[config.mk]
export PLATFORM = sky130hd
export DESIGN_NAME = stopwatch_counter
export DESIGN_NICKNAME = d
export VERILOG_FILES = /design/src/rtl/stopwatch_pkg.sv /design/src/rtl/bcd2_counter.sv /design/src/rtl/stopwatch_counter.sv
export SDC_FILE = /design/constraint.sdc
export NUM_CORES = 1
export LEC_CHECK = 0
export CAP_MARGIN = 20
export CORE_UTILIZATION = 45
export DETAILED_ROUTE_END_ITERATION = 6
export PLACE_DENSITY_LB_ADDON = 0.12
export SKIP_CTS_REPAIR_TIMING = 1
export SLEW_MARGIN = 5
export SYNTH_ARGS = -nofsm -noshare
export SYNTH_HDL_FRONTEND = slang
export SYNTH_SLANG_ARGS = --single-unit
[constraint.sdc]
create_clock -name clk -period 1.8 [get_ports clk]
set_clock_uncertainty 0.05 [all_clocks]
set_input_delay 0.36 -clock clk [delete_from_list [all_inputs] [get_ports clk]]
set_output_delay 0.36 -clock clk [all_outputs]
set_load 0.05 [all_outputs]
[src/rtl/stopwatch_pkg.sv]
// Shared types and constants for the stopwatch time-keeping stage.
package stopwatch_pkg;

    typedef enum logic [1:0] {
        PAUSED = 2'd0,
        RUN    = 2'd1,
        ADJUST = 2'd2
    } state_t;

    typedef logic [3:0] bcd_t;

    localparam int SEC_TENS_MAX = 5;
    localparam int DIGIT_MAX    = 9;

endpackage

[src/rtl/bcd2_counter.sv]
// Two-digit BCD counter that wraps to 00 after TENS_MAX:ONES_MAX.
module bcd2_counter
    import stopwatch_pkg::*;
#(
    parameter int TENS_MAX = 5,
    parameter int ONES_MAX = 9
) (
    input  logic clk,
    input  logic rst_n,
    input  logic clr,
    input  logic inc,
    output bcd_t tens,
    output bcd_t ones,
    output logic carry
);

    logic at_limit;

    assign at_limit = (tens == bcd_t'(TENS_MAX)) && (ones == bcd_t'(ONES_MAX));
    // Combinational so the next stage can increment in the same cycle.
    assign carry    = inc && at_limit;

    always_ff @(posedge clk or negedge rst_n) begin
        if (!rst_n) begin
            tens <= '0;
            ones <= '0;
        end else if (clr) begin
            tens <= '0;
            ones <= '0;
        end else if (inc) begin
            if (at_limit) begin
                tens <= '0;
                ones <= '0;
            end else if (ones == bcd_t'(DIGIT_MAX)) begin
                tens <= tens + bcd_t'(1);
                ones <= '0;
            end else begin
                ones <= ones + bcd_t'(1);
            end
        end
    end

endmodule

[src/rtl/stopwatch_counter.sv]
// Stopwatch MM:SS keeper: run/pause FSM, manual adjust and rollover pulse.
module stopwatch_counter
    import stopwatch_pkg::*;
#(
    parameter int MAX_MINUTES = 99
) (
    input  logic clk,
    input  logic rst_n,
    input  logic one_hz_tick,
    input  logic two_hz_tick,
    input  logic pause_pulse,
    input  logic clr_pulse,
    input  logic adj,
    input  logic sel,
    output bcd_t min_tens,
    output bcd_t min_ones,
    output bcd_t sec_tens,
    output bcd_t sec_ones,
    output logic running,
    output logic wrap_pulse
);

    state_t state, state_next;
    logic   run_tick, adj_tick;
    logic   sec_inc, min_inc, sec_carry, min_carry;

    always_ff @(posedge clk or negedge rst_n) begin
        if (!rst_n) state <= PAUSED;
        else        state <= state_next;
    end

    always_comb begin
        state_next = state;
        if (clr_pulse) begin
            state_next = state;
        end else if (adj) begin
            state_next = ADJUST;
        end else begin
            case (state)
                ADJUST:  state_next = PAUSED;
                PAUSED:  if (pause_pulse) state_next = RUN;
                RUN:     if (pause_pulse) state_next = PAUSED;
                default: state_next = PAUSED;
            endcase
        end
    end

    always_comb begin
        running = (state == RUN);
    end

    // A tick counts only in the state it belongs to, and never while clr or a
    // pending adjust entry outranks it.
    assign run_tick = !clr_pulse && !adj && (state == RUN) && one_hz_tick;
    assign adj_tick = !clr_pulse && adj && (state == ADJUST) && two_hz_tick;

    assign sec_inc = run_tick || (adj_tick && sel);
    assign min_inc = (run_tick && sec_carry) || (adj_tick && !sel);

    bcd2_counter #(
        .TENS_MAX(SEC_TENS_MAX),
        .ONES_MAX(DIGIT_MAX)
    ) u_sec (
        .clk  (clk),
        .rst_n(rst_n),
        .clr  (clr_pulse),
        .inc  (sec_inc),
        .tens (sec_tens),
        .ones (sec_ones),
        .carry(sec_carry)
    );

    bcd2_counter #(
        .TENS_MAX(MAX_MINUTES / 10),
        .ONES_MAX(MAX_MINUTES % 10)
    ) u_min (
        .clk  (clk),
        .rst_n(rst_n),
        .clr  (clr_pulse),
        .inc  (min_inc),
        .tens (min_tens),
        .ones (min_ones),
        .carry(min_carry)
    );

    // Registered so it lines up with the first cycle the digits read 00:00.
    always_ff @(posedge clk or negedge rst_n) begin
        if (!rst_n) wrap_pulse <= 1'b0;
        else        wrap_pulse <= run_tick && min_carry;
    end

endmodule

== After elaboration in Yosys (flattened, before gate mapping) ==
Cells that the tools add are included.
Storage, ports and cells
  register bits after elaboration: 19
  output and inout port bits: 18
  logic and storage cells: 66
Cells by class
  add/subtract/negate cells: 4
  equality and inequality tests: 8
  multiplexer cells: 20
  bitwise gates (word level): 1
  reduce and logical (&&, ||, !) cells: 27
Operators by type and width (number)
  2-to-1 mux 4 bit: 16
  adder 4 x 1 -> 4 bit (second input constant): 4
  logical AND 1 bit: 14
  equality test 4 bit (second input constant): 3
  2-to-1 mux 2 bit: 3
  != test 3 bit (second input constant): 2
  nonzero test 3 bit: 2
  equality test 4 x 3 -> 1 bit (second input constant): 1
  one-hot mux 2 bit (2 select lines): 1
  AND reduction 2 bit: 2
  nonzero test 2 bit: 2
  logical NOT 1 bit: 3
  AND reduction 3 bit: 1
  equality test 2 x 1 -> 1 bit (second input constant): 1
  equality test 2 bit (second input constant): 1
  logical NOT 2 bit: 1
  logical OR 1 bit: 2
  inverter 1 bit: 1

== Longest topological paths before layout ==
Gate-level depths: netlist of run 1.
  depth after elaboration: 11
  mapped depth: 7

== Cells and area by module ==
A second synthesis of run 1 with hierarchy kept.
Second synthesis, totals
  cell total of the unflattened synthesis: 117
  area total of the unflattened synthesis: 1154.9 µm²
By module, submodules not included
  bcd2_counter at u_min: instances 1, cells each 51, area an instance 493.0 µm², seq. area each 200.2 µm²
  bcd2_counter at u_sec: instances 1, cells each 46, area an instance 470.5 µm², seq. area each 200.2 µm²
  stopwatch_counter: instances 1, cells each 20, area an instance 191.4 µm², seq. area each 75.1 µm²

== Worst setup path after synthesis of run 1 ==
Ideal clock, no wire load.
  path type: register -> register
  from: register u_sec.tens[1]
  to: register u_sec.tens[3]
  library setup time: 0.096 ns
  arrival time: 1.958 ns
  data required time: 1.654 ns
  path slack: -0.304 ns
  cell stages (with the launch flop): 7
  clock period less this slack: 2.104 ns
  cells stage by stage: dfrtp_1 -> inv_1 -> ha_1 -> and3b_1 -> clkbuf_1 -> or4b_4 -> o31ai_1
Between the ends
  cells in the longest elaborated chain, start to end: 5
  elaborated cells between the ends (all ways): 9
  those cells by class: 1 x add/sub; 1 x eq/ne; 4 x mux; 3 x reduce/logical
Ends and longest elaborated chain
  from (decl): RTL line bcd2_counter.sv:12  | output bcd_t tens,
  from (signal assigned): RTL line bcd2_counter.sv:35  | tens <= tens + bcd_t'(1);
  adder 4 x 1 -> 4 bit / equality test 4 x 3 -> 1 bit (equally long branches): RTL line bcd2_counter.sv:35, bcd2_counter.sv:19
  2-to-1 mux 4 bit / logical AND 1 bit (equally long branches): RTL line bcd2_counter.sv:34, bcd2_counter.sv:19
  2-to-1 mux 4 bit: RTL line bcd2_counter.sv:31  | if (at_limit) begin
  2-to-1 mux 4 bit: RTL line bcd2_counter.sv:30  | end else if (inc) begin
  2-to-1 mux 4 bit: RTL line bcd2_counter.sv:27  | end else if (clr) begin
Parallel ways exist; a longest one is shown, timed or not. The select of a mux whose other input is x is not followed.
A chain may end at the register's enable or synchronous reset.

== Worst setup path after layout of run 1 ==
  from: register u_sec.ones[0]
  to: register u_min.ones[2]
Between the ends
  cells in the longest elaborated chain, start to end: 6
Ends and longest elaborated chain
  from (decl): RTL line bcd2_counter.sv:13  | output bcd_t ones,
  from (signal assigned): RTL line bcd2_counter.sv:38  | ones <= ones + bcd_t'(1);
  equality test 4 bit: RTL line bcd2_counter.sv:19  | assign at_limit = (tens == bcd_t'(TENS_MAX)) && (ones == bcd_t'(ONES_MAX));
  logical AND 1 bit: RTL line bcd2_counter.sv:19
  logical AND 1 bit: RTL line bcd2_counter.sv:21  | assign carry = inc && at_limit;
  logical AND 1 bit: RTL line stopwatch_counter.sv:58  | assign min_inc = (run_tick && sec_carry) || (adj_tick && !sel);
  logical OR 1 bit: RTL line stopwatch_counter.sv:58
  nonzero test 2 bit (no line)
  to (signal assigned): RTL line bcd2_counter.sv:38
  to (decl): RTL line bcd2_counter.sv:13
Every way passes these cells.

==> results.md, run 1 <==
- Of the total synthesized cell area, the portion taken by AND, OR, NAND and NOR gates is 0.235.
- The launching element of the worst setup path is u_sec.ones[0].
- Among all stages on the critical path, the largest delay is contributed by sky130_fd_sc_hd__dfrtp_2.
- The die is 53.1 µm tall.
- For this run the aggregate overflow at the end of global routing stands at 0.
- The maximum fanout count along the critical path is 8.
- At the pin with the least slew margin, the transition time is between 0.3 and 0.4 ns.
- Clock tree synthesis inserted a total of 3 buffers.
- The number of enable flip-flop cells after synthesis is 0.
- For this design the static power due to leakage is 0.797 nW.
- The startpoint identified for the worst register-to-register timing path is u_sec.ones[0].
- From left edge to right edge, the die measures 53.1 µm.
- The max-slew violation count is 0.
- The overall via count from detail_route is approximately 1100.
- In the final timing run, aggregate negative setup slack is 0 ns.
- The final hold violation count was 0.
- The routed wire length is 2880 µm.
- The most instantiated library cell after synthesis is sky130_fd_sc_hd__dfrtp_1.
- The share of synthesized area in the top cell type comes to 0.405.
- In this run the remaining antenna-violating nets after routing total 0.
- Headroom to the max-slew limit came out at 0.776.
- The worst stage delay on the critical path is between 0.4 and 0.5 ns.
- Counting every sink on the clock net gives 19.
- The via count of the first global-routing pass was about 1100.
- The data required time at the worst endpoint is 1.98 ns.
- 26 I/O pins were placed.
- The root buffer cell is sky130_fd_sc_hd__clkbuf_4.
- After floorplanning, the core was divided into 18 placement rows.
- The clock insertion delay at the later pin of the skew report is ~0.3 ns.
- The setup slack of the critical path after layout is around 0.037 ns.
- In this run the mean area of a mapped cell was 9.55 µm².
- The main combinational cell family by area after synthesis is simple AND/OR/NAND/NOR gates.
- The type of the most critical hold path is primary input to asynchronous set/reset pin.
- The clock transition at the registers of the reported paths is 0.11 ns.
- The clock tree from TritonCTS is built.
- The cell count after synthesis is about 120.
- STA classifies the critical path startpoint as a register.
- The final standard cell count with taps included and fillers excluded is approximately 200.
- The weighted congestion at the end of routability-driven global placement is 0.762.
- The flow ran to the end, and the final reports show no timing, DRC or antenna violations.
- The first TritonRoute pass finished after 4 iterations.
- In this run the number of H-tree levels came out at 1.
- The cell count after placement is ~190.
- The maximum number of pins on one net before global-route repair is 20.
- The arrival time at the worst endpoint is slightly below 2 ns.
- The number of buffer and inverter instances along the worst setup path is 1.
- The reported max-cap violation count is 0.
- Dividing the final minimum period by the clock period gives 0.979.
- The routed length per placed instance is between 10 and 15 µm.
- The floorplan step defined a die boundary enclosing about 2800 µm².
- Compared with the post-synthesis result, the final layout area differs by 42.5%.
- The portion of synthesized area spent on multiplexers is 0.0447.
- The overall track demand over capacity in global routing is 0.225.
- The part of the Yosys area used for sequential elements is 0.405.
- The total area inside the core boundary comes to roughly 2500 µm².
- The share of the synthesized area in compound gates (AO/OA/AOI/OAI) is 0.193.
- Counting flops and latches in the post-synthesis netlist gives 19.
- The worst setup path is captured at a register.
- The number of nets in the synthesized netlist is roughly 140.
- The class of the most critical setup path is register to register.
- The biggest area contributor in the post-synthesis netlist is sky130_fd_sc_hd__dfrtp_1.
- In the final layout, the share of cells above drive strength 1 is 0.401.
- The number of different library cells used by synthesis comes to 36.
- The commonest register cell after synthesis is sky130_fd_sc_hd__dfrtp_1.
- Of the total synthesized cell area, the portion taken by XOR and XNOR cells is 0.
- In this run the cell area of the synthesized design comes to 1170 µm².
- The average via count per standard cell is around 5.5.
- IR analysis of the VDD net gives a maximum drop of between 0.5 and 0.6 mV.
- The synthesis warning total is 0.
- The first-pass GRT wire length is 4640 µm.
- The count of filler cells inserted in the layout is between 200 and 250.
- Setup violations remaining at the end of the flow were counted as 0.
- The number of design-rule violations left by the first detailed-router iteration is 34.
- The pre-CTS setup slack is -0.327 ns.
- The share of the core filled with cells is 0.676.
- The number of buffers added on ports is 25.
- In the final design database the tool counted around 190 nets.
- The number of antenna violations at the first check in global routing came to 0.
- Dividing total power by cell area gives a power density of ~540 nW/µm².
- The adder-cell share of the synthesized area is 0.0852.
- The total power of the final layout is 0.000899 W.
- The count of antenna diodes in the layout is 0.
- In the post-synthesis netlist, the biggest area contributors are sky130_fd_sc_hd__dfrtp_1 40%, sky130_fd_sc_hd__ha_1 8.5%, sky130_fd_sc_hd__o21ai_0 5.5%.
- The wire-length estimate of the detail-placed layout is ~2100 µm.
- For this run, design rule violations remaining after detail routing come to 0.
- Static timing analysis puts the maximum clock frequency at approximately 570 MHz.
- The category of cells accounting for the largest share of critical-path delay is flip-flops.
- The proportion of register bits with asynchronous set or reset after synthesis is 1.00.
- The effective utilization at floorplan is 0.474.
- The signal on the critical path passes through ha_1, and3b_2, buf_4, and3_1, o21ai_0, mux2i_1.
- In the synthesized netlist, the cells that appear most often are 19 x sky130_fd_sc_hd__dfrtp_1, 13 x sky130_fd_sc_hd__o21ai_0, 8 x sky130_fd_sc_hd__ha_1.
- The maximum count of clock buffers along a single path is 2.
- For the finished layout, the period the worst path requires is around 1.8 ns.
[layer usage]
layer	up-vias	wire length [µm]	track usage
li1	555	-	-
met1	521	1370	0.284
met2	29	1350	0.392
met3	6	109	0.0259
met4	0	55	0.0789
met5	-	0	0
[flip-flops by register name, summed over array words and instances (netlist names)]
signal and cells:
u_min.tens 4, u_sec.tens 4, u_min.ones 4, state 2, wrap_pulse 1, u_sec.ones 4
[cell families after synthesis]
group / count (synthesis)
simple gates: 47
compound gates: 33
flops: 19
buf+inv: 11
fa+ha+maj: 8
mux: 5
[final timing paths]
kind	endpoint	slack, ns	cells after the start
max	u_min.ones[2]	0.04	6
min	u_sec.tens[0]	0.34	2
max reg2reg	u_min.ones[2]	0.04	6
min reg2reg	u_sec.tens[3]	0.49	1
max in group asynchronous	u_min.ones[1]	1.14	2
min in group clk	state[0]	0.34	3
[stage by stage]
step                      cell area (µm²)  hold WS (ns)
after detailed placement             1600         0.471
after floorplan                      1220        0.0144
after global placement               1600         0.432
after global routing                 1670         0.355
final                                1670         0.335
after CTS                            1620         0.341
[worst register-to-register path, cell delays in order, from the launching register on]
cell and delay, ns:
sky130_fd_sc_hd__dfrtp_2 0.43, sky130_fd_sc_hd__ha_1 0.21, sky130_fd_sc_hd__and3b_2 0.27, sky130_fd_sc_hd__buf_4 0.15, sky130_fd_sc_hd__and3_1 0.14, sky130_fd_sc_hd__o21ai_0 0.24, sky130_fd_sc_hd__mux2i_1 0.21
[cell usage in the layout (no fill, tap or decap), types with 3 or more instances in the layout]
cell	netlist	final
sky130_fd_sc_hd__dfrtp_1	19	12
sky130_fd_sc_hd__nand4_1	3	3
sky130_fd_sc_hd__buf_4	0	42
sky130_fd_sc_hd__nor2_1	7	7
sky130_fd_sc_hd__and3_1	4	4
sky130_fd_sc_hd__mux2i_1	3	3
sky130_fd_sc_hd__clkdlybuf4s50_1	0	6
sky130_fd_sc_hd__o31ai_1	7	6
sky130_fd_sc_hd__inv_1	4	3
sky130_fd_sc_hd__clkbuf_4	0	3
sky130_fd_sc_hd__ha_1	8	7
sky130_fd_sc_hd__nand2_1	7	7
sky130_fd_sc_hd__nand2b_1	3	3
sky130_fd_sc_hd__nand3_1	7	7
sky130_fd_sc_hd__and3b_2	0	3
sky130_fd_sc_hd__o21ai_0	13	12
sky130_fd_sc_hd__dfrtp_2	0	7
[power breakdown]
| part | internal (W) | switching [W] | total (W) |
|---|---|---|---|
| clock network | 0.0000864 | 0.000141 | 0.000228 |
| registers | 0.000443 | 0.0000149 | 0.000458 |
| logic | 0.0000935 | 0.000119 | 0.000213 |
| total | 0.000623 | 0.000276 | 0.000899 |
[layout make-up]
class                           count  area (µm²)  share of cell area
Timing Repair Buffer               51         428               0.256
Sequential cell                    19         484               0.289
Tap cell                           30        37.5              0.0224
Clock buffer                        4        26.3              0.0157
Multi-Input combinational cell     93         679               0.406
Inverter                            5        18.8              0.0112
(Power assumes the default switching activity.)
==> run 2: changes to the inputs <==
--- a/config.mk
+++ b/config.mk
@@ -5,8 +5,10 @@
 export SDC_FILE = /design/constraint.sdc
 export NUM_CORES = 1
 export LEC_CHECK = 0
+export ABC_CLOCK_PERIOD_IN_PS = 1800
 export CAP_MARGIN = 20
 export CORE_UTILIZATION = 45
+export CTS_BUF_LIST = sky130_fd_sc_hd__clkbuf_16
 export DETAILED_ROUTE_END_ITERATION = 6
 export PLACE_DENSITY_LB_ADDON = 0.12
 export SKIP_CTS_REPAIR_TIMING = 1
==> run 2 against run 1 <==
Net effect: total power is 26% higher; sequential cell count is the same; global-route usage is 0.074 points lower; clock-buffer cell count down 1; via count is 1.2% higher; first-iteration DRC count down 41%; register-to-register slack about the same; sequential power about the same; combinational power is essentially flat; non-clock buffer count stayed put; fmax fell by 0.78%; hold slack gained 0.066 ns; largest power group unchanged.
==> results.md, run 2 (synthesis gave the netlist of run 1 again) <==
- The effective utilization at floorplan is 0.474.
- The max-slew violation count was 0.
- The final hold violation count was 0.
- The depth of the most critical reg-to-reg path is 6.
- Dividing total power by cell area gives a power density of 654 nW/µm².
- The overall track demand over capacity in global routing is 0.225.
- The first routing iteration left 20 violations.
- Before CTS, the worst setup slack after placement is -0.327 ns.
- At the worst endpoint, the arrival time is roughly 1.9 ns.
- The die covers around 2800 µm².
- Across the whole layout, storage elements account for between 400 and 500 µm².
- Clock tree synthesis found a total of 19 sinks.
- The number of buffers and inverters on the critical path is 1.
- The endpoint type of the worst setup path is a register.
- The category of cells accounting for the largest share of critical-path delay is simple AND/OR/NAND/NOR gates.
- The via count of the first global-routing pass was about 1100.
- The post-route antenna net violation count is 0.
- The maximum count of clock buffers along a single path is 2.
- The worst stage delay on the critical path is roughly 0.4 ns.
- Entering global routing, the biggest net connects 20 pins.
- Timing would allow up to between 500 and 600 MHz.
- The static leakage is approximately 0.84 nW.
- The number of rows in the core area is 18.
- Measured on the finished design, the core utilization comes to 0.701.
- The worst setup path is launched from a register.
- The height of the die is between 50 and 60 µm.
- Clock tree synthesis inserted a total of 3 buffers.
- The sum of negative setup slack is 0 ns.
- The clock tree from TritonCTS is built.
- The class of the most critical setup path is register to register.
- The clock period minus worst slack is about 1.8 ns.
- The area of the core region is between 2000 and 2500 µm².
- The maximum fanout count along the critical path is 8.
- Of the available clock period, the critical path in the final layout requires 0.987.
- The synthesis-to-layout area growth is 47.7%.
- The first-pass GRT wire length is roughly 4600 µm.
- The leading cell type in the layout, fill and taps excluded is sky130_fd_sc_hd__buf_4.
- The count of final setup violators is 0.
- The multi-input combinational cells in the finished layout cover a total of 683 µm².
- The critical path's slowest cell is sky130_fd_sc_hd__dfrtp_2.
- The tool flagged a number of max-cap violations equal to 0.
- During I/O placement, the number of pins put on the boundary was 26.
- The number of nets in the layout is about 190.
- After layout, the worst setup slack is 0.0230 ns.
- The global route total overflow is 0.
- The post-DP HPWL is roughly 2100 µm.
- The number of buffers added on ports is 25.
- IR analysis of the VDD net gives a maximum drop of ~0.64 mV.
- The tree is rooted in a sky130_fd_sc_hd__clkbuf_16.
- The number of levels the H-tree was split into is 1.
- The signal on the critical path passes through ha_1, and3b_2, buf_4, and3_1, o21ai_0, mux2i_1.
- The total power of the final layout is about 0.0011 W.
- The count of filler cells inserted in the layout is around 210.
- After detailed routing, the average wire length per cell comes to roughly 15 µm.
- The die is about 53 µm wide.
- The number of antenna violations at the first check in global routing is 0.
- Counting buffers and inverters, the worst setup path is 6 cells deep.
- The average via count per standard cell is between 5 and 6.
- The relative max-transition margin is 0.770.
- The flow ran to the end, and the final reports show no timing, DRC or antenna violations.
- The library cells used most frequently in the layout, excluding fill and tap cells, are 42 x sky130_fd_sc_hd__buf_4, 12 x sky130_fd_sc_hd__o21ai_0, 12 x sky130_fd_sc_hd__dfrtp_1.
- The clock transition at the registers of the reported paths is 0.06 ns.
- The min-delay analysis places its worst path in the category primary input to asynchronous set/reset pin.
- The iteration count of the initial detailed-routing pass is 4.
- Wires add up to approximately 3000 µm.
- The count of antenna diodes in the layout is 0.
- The overall via count from detail_route is ~1100.
- The congestion estimate from routability-driven global placement came to about 0.76.
- The data required time at the worst endpoint is about 1.9 ns.
- Of the cells placed in the final design, the portion with a size suffix greater than 1 is 0.401.
- The clock insertion delay at the later pin of the skew report is 0.25 ns.
- The number of remaining DRC errors is 0.
- For the pin with the worst max-slew slack, the measured transition is 0.340 ns.
[run 2: cell types whose count changed in the layout (fill, tap and decap cells not counted), moves of 2 or more]
cell,before,now
sky130_fd_sc_hd__clkbuf_16,0,3
sky130_fd_sc_hd__dlymetal6s2s_1,1,3
sky130_fd_sc_hd__clkdlybuf4s50_1,6,4
sky130_fd_sc_hd__clkbuf_4,3,0
[run 2: worst paths after layout]
kind	from	endpoint	slack [ns]
min in group clk	adj	state[0]	0.41
max in group asynchronous	rst_n	u_min.ones[1]	1.06
worst min register to register	state[1]	state[0]	0.49
worst max-delay path	u_sec.ones[0]	u_min.ones[2]	0.02
worst max register to register	u_sec.ones[0]	u_min.ones[2]	0.02
worst min-delay path	rst_n	u_sec.tens[0]	0.40
[run 2: cell type report]
type / count / share of cell area
Multi-Input combinational cell: 93 / 0.394
Timing Repair Buffer: 51 / 0.249
Inverter: 5 / 0.0108
Clock buffer: 3 / 0.0433
Clock inverter: 1 / 0.00216
Sequential cell: 19 / 0.279
Tap cell: 30 / 0.0216
[run 2: metal layers]
layer | share of wire | track usage | up-vias | wire length, µm
met5 | 0 | 0 | - | 0
met4 | 0.023 | 0.0746 | 0 | 70
met3 | 0.029 | 0.0172 | 10 | 88
met2 | 0.48 | 0.388 | 26 | 1450
met1 | 0.46 | 0.292 | 533 | 1400
li1 | - | - | 555 | -
[run 2: report_power, final]
| part | switching, W | internal [W] | total (W) | leakage (nW) |
|---|---|---|---|---|
| Combinational | 0.000122 | 0.0000937 | 0.000215 | 0.549 |
| Clock | 0.000164 | 0.000296 | 0.000460 | 0.0423 |
| Sequential | 0.0000157 | 0.000444 | 0.000460 | 0.249 |
| Total | 0.000302 | 0.000834 | 0.00114 | 0.841 |
[run 2: metrics by stage]
stage | instance area [µm²] | std cells | hold WS [ns]
final | 1740 | 202 | 0.402
after global routing | 1740 | 202 | 0.434
after CTS | 1670 | 197 | 0.411
after detailed placement | 1600 | 193 | 0.471
after global placement | 1600 | 193 | 0.432
after floorplan | 1220 | 123 | 0.0144
==> RTL change 1: new RTL, settings of run 2 <==
Register the inputs `one_hz_tick`, `two_hz_tick`, `pause_pulse`, `clr_pulse`, `adj` and `sel` before use, with the module's reset. The logic sees them one clock later.
--- a/src/rtl/stopwatch_counter.sv
+++ b/src/rtl/stopwatch_counter.sv
@@ -21,4 +21,29 @@
 );
 
+    logic one_hz_tick_q;
+    logic two_hz_tick_q;
+    logic pause_pulse_q;
+    logic clr_pulse_q;
+    logic adj_q;
+    logic sel_q;
+
+    always_ff @(posedge clk or negedge rst_n) begin
+        if (!rst_n) begin
+            one_hz_tick_q <= '0;
+            two_hz_tick_q <= '0;
+            pause_pulse_q <= '0;
+            clr_pulse_q   <= '0;
+            adj_q         <= '0;
+            sel_q         <= '0;
+        end else begin
+            one_hz_tick_q <= one_hz_tick;
+            two_hz_tick_q <= two_hz_tick;
+            pause_pulse_q <= pause_pulse;
+            clr_pulse_q   <= clr_pulse;
+            adj_q         <= adj;
+            sel_q         <= sel;
+        end
+    end
+
     state_t state, state_next;
     logic   run_tick, adj_tick;
@@ -32,13 +57,13 @@
     always_comb begin
         state_next = state;
-        if (clr_pulse) begin
+        if (clr_pulse_q) begin
             state_next = state;
-        end else if (adj) begin
+        end else if (adj_q) begin
             state_next = ADJUST;
         end else begin
             case (state)
                 ADJUST:  state_next = PAUSED;
-                PAUSED:  if (pause_pulse) state_next = RUN;
-                RUN:     if (pause_pulse) state_next = PAUSED;
+                PAUSED:  if (pause_pulse_q) state_next = RUN;
+                RUN:     if (pause_pulse_q) state_next = PAUSED;
                 default: state_next = PAUSED;
             endcase
@@ -52,9 +77,9 @@
     // A tick counts only in the state it belongs to, and never while clr or a
     // pending adjust entry outranks it.
-    assign run_tick = !clr_pulse && !adj && (state == RUN) && one_hz_tick;
-    assign adj_tick = !clr_pulse && adj && (state == ADJUST) && two_hz_tick;
+    assign run_tick = !clr_pulse_q && !adj_q && (state == RUN) && one_hz_tick_q;
+    assign adj_tick = !clr_pulse_q && adj_q && (state == ADJUST) && two_hz_tick_q;
 
-    assign sec_inc = run_tick || (adj_tick && sel);
-    assign min_inc = (run_tick && sec_carry) || (adj_tick && !sel);
+    assign sec_inc = run_tick || (adj_tick && sel_q);
+    assign min_inc = (run_tick && sec_carry) || (adj_tick && !sel_q);
 
     bcd2_counter #(
@@ -64,5 +89,5 @@
         .clk  (clk),
         .rst_n(rst_n),
-        .clr  (clr_pulse),
+        .clr  (clr_pulse_q),
         .inc  (sec_inc),
         .tens (sec_tens),
@@ -77,5 +102,5 @@
         .clk  (clk),
         .rst_n(rst_n),
-        .clr  (clr_pulse),
+        .clr  (clr_pulse_q),
         .inc  (min_inc),
         .tens (min_tens),
Behaviour: not the same (a bounded check fails within 4 cycles, from zero or initial values and one cycle with rst_n low).
==> RTL change 1 against run 2 <==
The flow now finishes with violations (design-rule violations). Sequential cell count is 6 higher. Power is 3.7% higher. Cell count is 4.5% higher. Highest routed layer unchanged. Setup slack worse by 0.0085 ns. Critical path depth is 1 lower. Cell area is 11% higher. Area after synthesis is 17% higher. Utilization is 2.1 points lower. Maximum frequency is 0.48% lower. Synthesized cell count is 8.1% higher. Routed wire length is 9.7% higher. Via count is 9.4% higher. Largest power group unchanged. First-iteration DRC count grew to 2.7 times the old value.
==> RTL change 1: results (changes against run 2) <==
metric	value	unit	change
ys_warn_count	0		unchanged
cts_buffers	3		unchanged
synth.distinct_cells	41		+14%
vias_per_cell	5.83		+4.8%
critical_path_peak_fanout	8		unchanged
violations	design-rule violations		
synth_common_cells	dfrtp_1 (25), nand2_1 (10), nor2_1 (10)		
synth_area_leaders	dfrtp_1 (45%), ha_1 (5.5%), mux2i_1 (3.6%)		
post-dp-hpwl	2380	µm	+13%
status	finished with violations		
antenna_cells	0		unchanged
insertion_delay	0.25	ns	about the same
slowest_delay	0.41	ns	about the same
tightestPinTransition	0.324	ns	-0.0162 ns
leakage	0.000892	µW	+6.1%
gp_congestion	0.840		+10%
fin_nets	195		+3.2%
drive_gt1_frac	0.356		-0.0456
drc_errors	7		+7
r2r_start	clr_pulse_q		
port_buffers	25		unchanged
wl_per_cell	15.7	µm	+5.0%
crit_arrival	1.87	ns	-0.03 ns
async_flop_share	1.00		unchanged
clkTransAtPathRegs	0.06	ns	about the same
syn_nets	147		+5.8%
worstSetupPathType	reg2reg		
hold_path.class	in2async		
firstDrtPassIters	6		+2
grt_usage	0.224		-0.000831
cts_root_buffer	clkbuf_16		
grt_pass1_wl	5670	µm	+22%
ys_seq_area_frac	0.455		+0.0503
ir_drop	693	µV	+8.2%
crit_slowest_cell	or3_4		
grt_pass1_vias	1244		+15%
clk_path_buf_depth	2		unchanged
antenna_found_initial	0		unchanged
h-tree-depth	1		unchanged
drt-initial-drc-count	53		+170%
grt_max_degree	26		+30%
## RTL change 1: cells by family after synthesis
| family | Yosys count | share of synthesized area |
|---|---|---|
| AOI/OAI and AO/OA | 26 | 0.138 |
| adders and majority gates | 6 | 0.0546 |
| buffers and inverters | 10 | 0.0273 |
| DFF | 25 | 0.455 |
| muxes | 10 | 0.0773 |
| and+or+nand+nor | 56 | 0.248 |
## RTL change 1: per-layer routing
| metal | up-vias | track usage | part of all wire |
|---|---|---|---|
| li1 | 587 | - | - |
| met4 | 0 | 0.0557 | 0.0067 |
| met3 | 4 | 0.0340 | 0.035 |
| met1 | 607 | 0.295 | 0.45 |
| met2 | 32 | 0.387 | 0.51 |
| met5 | - | 0 | 0 |
## RTL change 1: stage by stage
| step | total power [µW] | std cells | setup WS (ns) | setup TNS (ns) | instance area, µm² |
|---|---|---|---|---|---|
| after floorplan | 640 | 133 | -0.200 | -1.23 | 1400 |
| after global placement | 703 | 206 | 0.0754 | 0 | 1820 |
| after detailed placement | 706 | 206 | 0.0350 | 0 | 1820 |
| after CTS | 1190 | 210 | 0.0212 | 0 | 1890 |
| after global routing | 1220 | 211 | -0.0247 | -0.0612 | 1920 |
| final | 1180 | 211 | 0.0145 | 0 | 1920 |
## RTL change 1: report_power, final
group,internal (µW),switching [µW],leakage [µW]
Sequential,575,11.6,0.000322
Clock,296,184,0.0000423
Combinational,51.5,59.8,0.000527
## RTL change 1: cell type report
type | count | area, µm²
clock buffers | 3 | 75.1
multi-input cells | 98 | 746
flip-flops and latches | 25 | 633
clock inverters | 1 | 3.75
fillers | 218 | 906
inverters | 8 | 30.0
well taps | 31 | 38.8
repair buffers | 45 | 397
## RTL change 1: critical path, delay by kind of cell, from the launching register on
| family | cells | cell delay, ns |
|---|---|---|
| and+or+nand+nor | 2 | 0.70 |
| DFF | 1 | 0.38 |
| buffers and inverters | 1 | 0.18 |
| AOI/OAI and AO/OA | 1 | 0.06 |
| muxes | 1 | 0.29 |
## RTL change 1: final timing paths
| kind | endpoint | slack (ns) | depth (start not counted) |
|---|---|---|---|
| max | u_min.tens[1] | 0.01 | 5 |
| min | u_sec.tens[2] | 0.41 | 2 |
| max reg2reg | u_min.tens[1] | 0.01 | 5 |
| min reg2reg | state[0] | 0.49 | 2 |
| max in group asynchronous | u_sec.tens[0] | 1.02 | 2 |
| min in group clk | pause_pulse_q | 0.49 | 1 |
==> RTL change 2: new RTL, settings of run 2 <==
Made on the original files. `MAX_MINUTES`: 99 -> 49.
--- a/src/rtl/stopwatch_counter.sv
+++ b/src/rtl/stopwatch_counter.sv
@@ -3,5 +3,5 @@
     import stopwatch_pkg::*;
 #(
-    parameter int MAX_MINUTES = 99
+    parameter int MAX_MINUTES = 49
 ) (
     input  logic clk,
Formal check against the unedited RTL: same outputs for any inputs over 10 cycles, from zero or initial values and one cycle with rst_n low; that may be too few to reach the edited logic, so the function may still have changed.
==> RTL change 2 against run 2 <==
The run now ends with negative setup slack left. First-iteration DRC count fell by 40%. Hold slack got worse by 0.045 ns. Power rose by 12%. Routed wire length fell by 5.6%. Cell area rose by 0.87%. Setup slack got worse by 0.073 ns. Via count fell by 7.6%. Utilization rose by 7.6 points. Sequential share of layout area fell by 0.17 points. Sequential cell count did not move. Area after synthesis fell by 6.6%.
==> RTL change 2: results (changes against run 2) <==
metric	value	unit	change
cp_top_family	simple AND/OR/NAND/NOR gates		
grt_pass1_wl	4270	µm	-8.0%
grt_usage	0.213		-0.0116
leakage	0.000827	µW	-1.6%
clkTransAtPathRegs	0.05	ns	
hold_path.class	in2reg		
wl_met3	105	µm	+19%
dr_wl_met2	1420	µm	-2.5%
critical_path_peak_fanout	4		-4
final.setup.tns	-0.127	ns	-0.127 ns
synth.distinct_cells	33		-8.3%
status	finished with violations		
wl_per_cell	14.8	µm	-0.66%
slowest_delay	0.40	ns	
synth_common_cells	dfrtp_1 (19), o21ai_0 (11), nor2_1 (10)		
finalSetupViolations	4		+4
synth_area_leaders	dfrtp_1 (43%), ha_1 (9.1%), o21ai_0 (5.0%)		
place_area	1520	µm²	-4.5%
syn_nets	127		-8.6%
m1WireLength	1290	µm	-7.9%
firstDrtPassIters	4		unchanged
setup_slack	-0.0499	ns	-0.0729 ns
dp_slack	-0.444	ns	-0.117 ns
drive_gt1_frac	0.500		+0.0988
tightestPinTransition	0.318	ns	-0.0227 ns
synth_cells	111		-9.8%
ys_seq_area_frac	0.433		+0.0286
ir_drop	597	µV	-6.9%
p_int	900	µW	+7.9%
violations	negative setup slack		
gp_congestion	0.776		+1.9%
grt_pass1_vias	1000		-7.6%
drt-initial-drc-count	12		-40%
post-dp-hpwl	1810	µm	-14%
vias	1039		-7.6%
nFillCells	154		-28%
vias_per_cell	5.41		-2.7%
fin_nets	181		-4.2%
crit_arrival	1.97	ns	+0.07 ns
## RTL change 2: final cells by class
| class | instances | area [µm²] | area share |
|---|---|---|---|
| multi-input combinational | 83 | 707 | 0.404 |
| clock inverter | 1 | 3.75 | 0.00214 |
| inverter | 7 | 26.3 | 0.0150 |
| sequential | 19 | 485 | 0.277 |
| timing repair buffer | 51 | 418 | 0.239 |
| clock buffer | 3 | 75.1 | 0.0429 |
| tap | 28 | 35.0 | 0.0200 |
## RTL change 2: path summary, 6_finish.rpt
check | startpoint | endpoint | cells after the start
setup / recovery | u_sec.ones[1] | u_min.ones[3] | 8
hold / removal | adj | state[0] | 2
setup reg to reg | u_sec.ones[1] | u_min.ones[3] | 8
hold reg to reg | u_sec.ones[3] | u_sec.ones[3] | 1
max in group asynchronous | rst_n | u_sec.ones[2] | 2
min in group asynchronous | rst_n | state[1] | 2
## RTL change 2: power groups by stage
stage	Combinational [µW]	Sequential, µW	Clock (µW)
2_1_floorplan	85.4	578	0
3_3_place_gp	302	490	0
3_5_place_dp	307	491	0
4_1_cts	308	484	454
5_1_grt	372	491	473
6_report	342	487	447
## RTL change 2: logic make-up after synthesis
group / after synthesis / synth area share
AND/OR/NAND/NOR: 45 / 0.250
AO/OA/AOI/OAI: 25 / 0.146
flip-flops: 19 / 0.433
buffers and inverters: 9 / 0.0319
adder cells (fa/ha/maj): 8 / 0.0912
multiplexers: 5 / 0.0479
## RTL change 2: layer usage
metal	global-route usage	vias to the layer above
li1	-	506
met1	0.264	504
met2	0.366	25
met3	0.0327	4
met4	0.0856	0
met5	0	-
## RTL change 2: stage by stage
stage	hold slack, ns	utilization
floorplan	0.0144	-
global route	0.396	0.776
CTS	0.413	0.710
global placement	0.433	0.675
finish	0.357	0.776
detailed placement	0.434	0.675
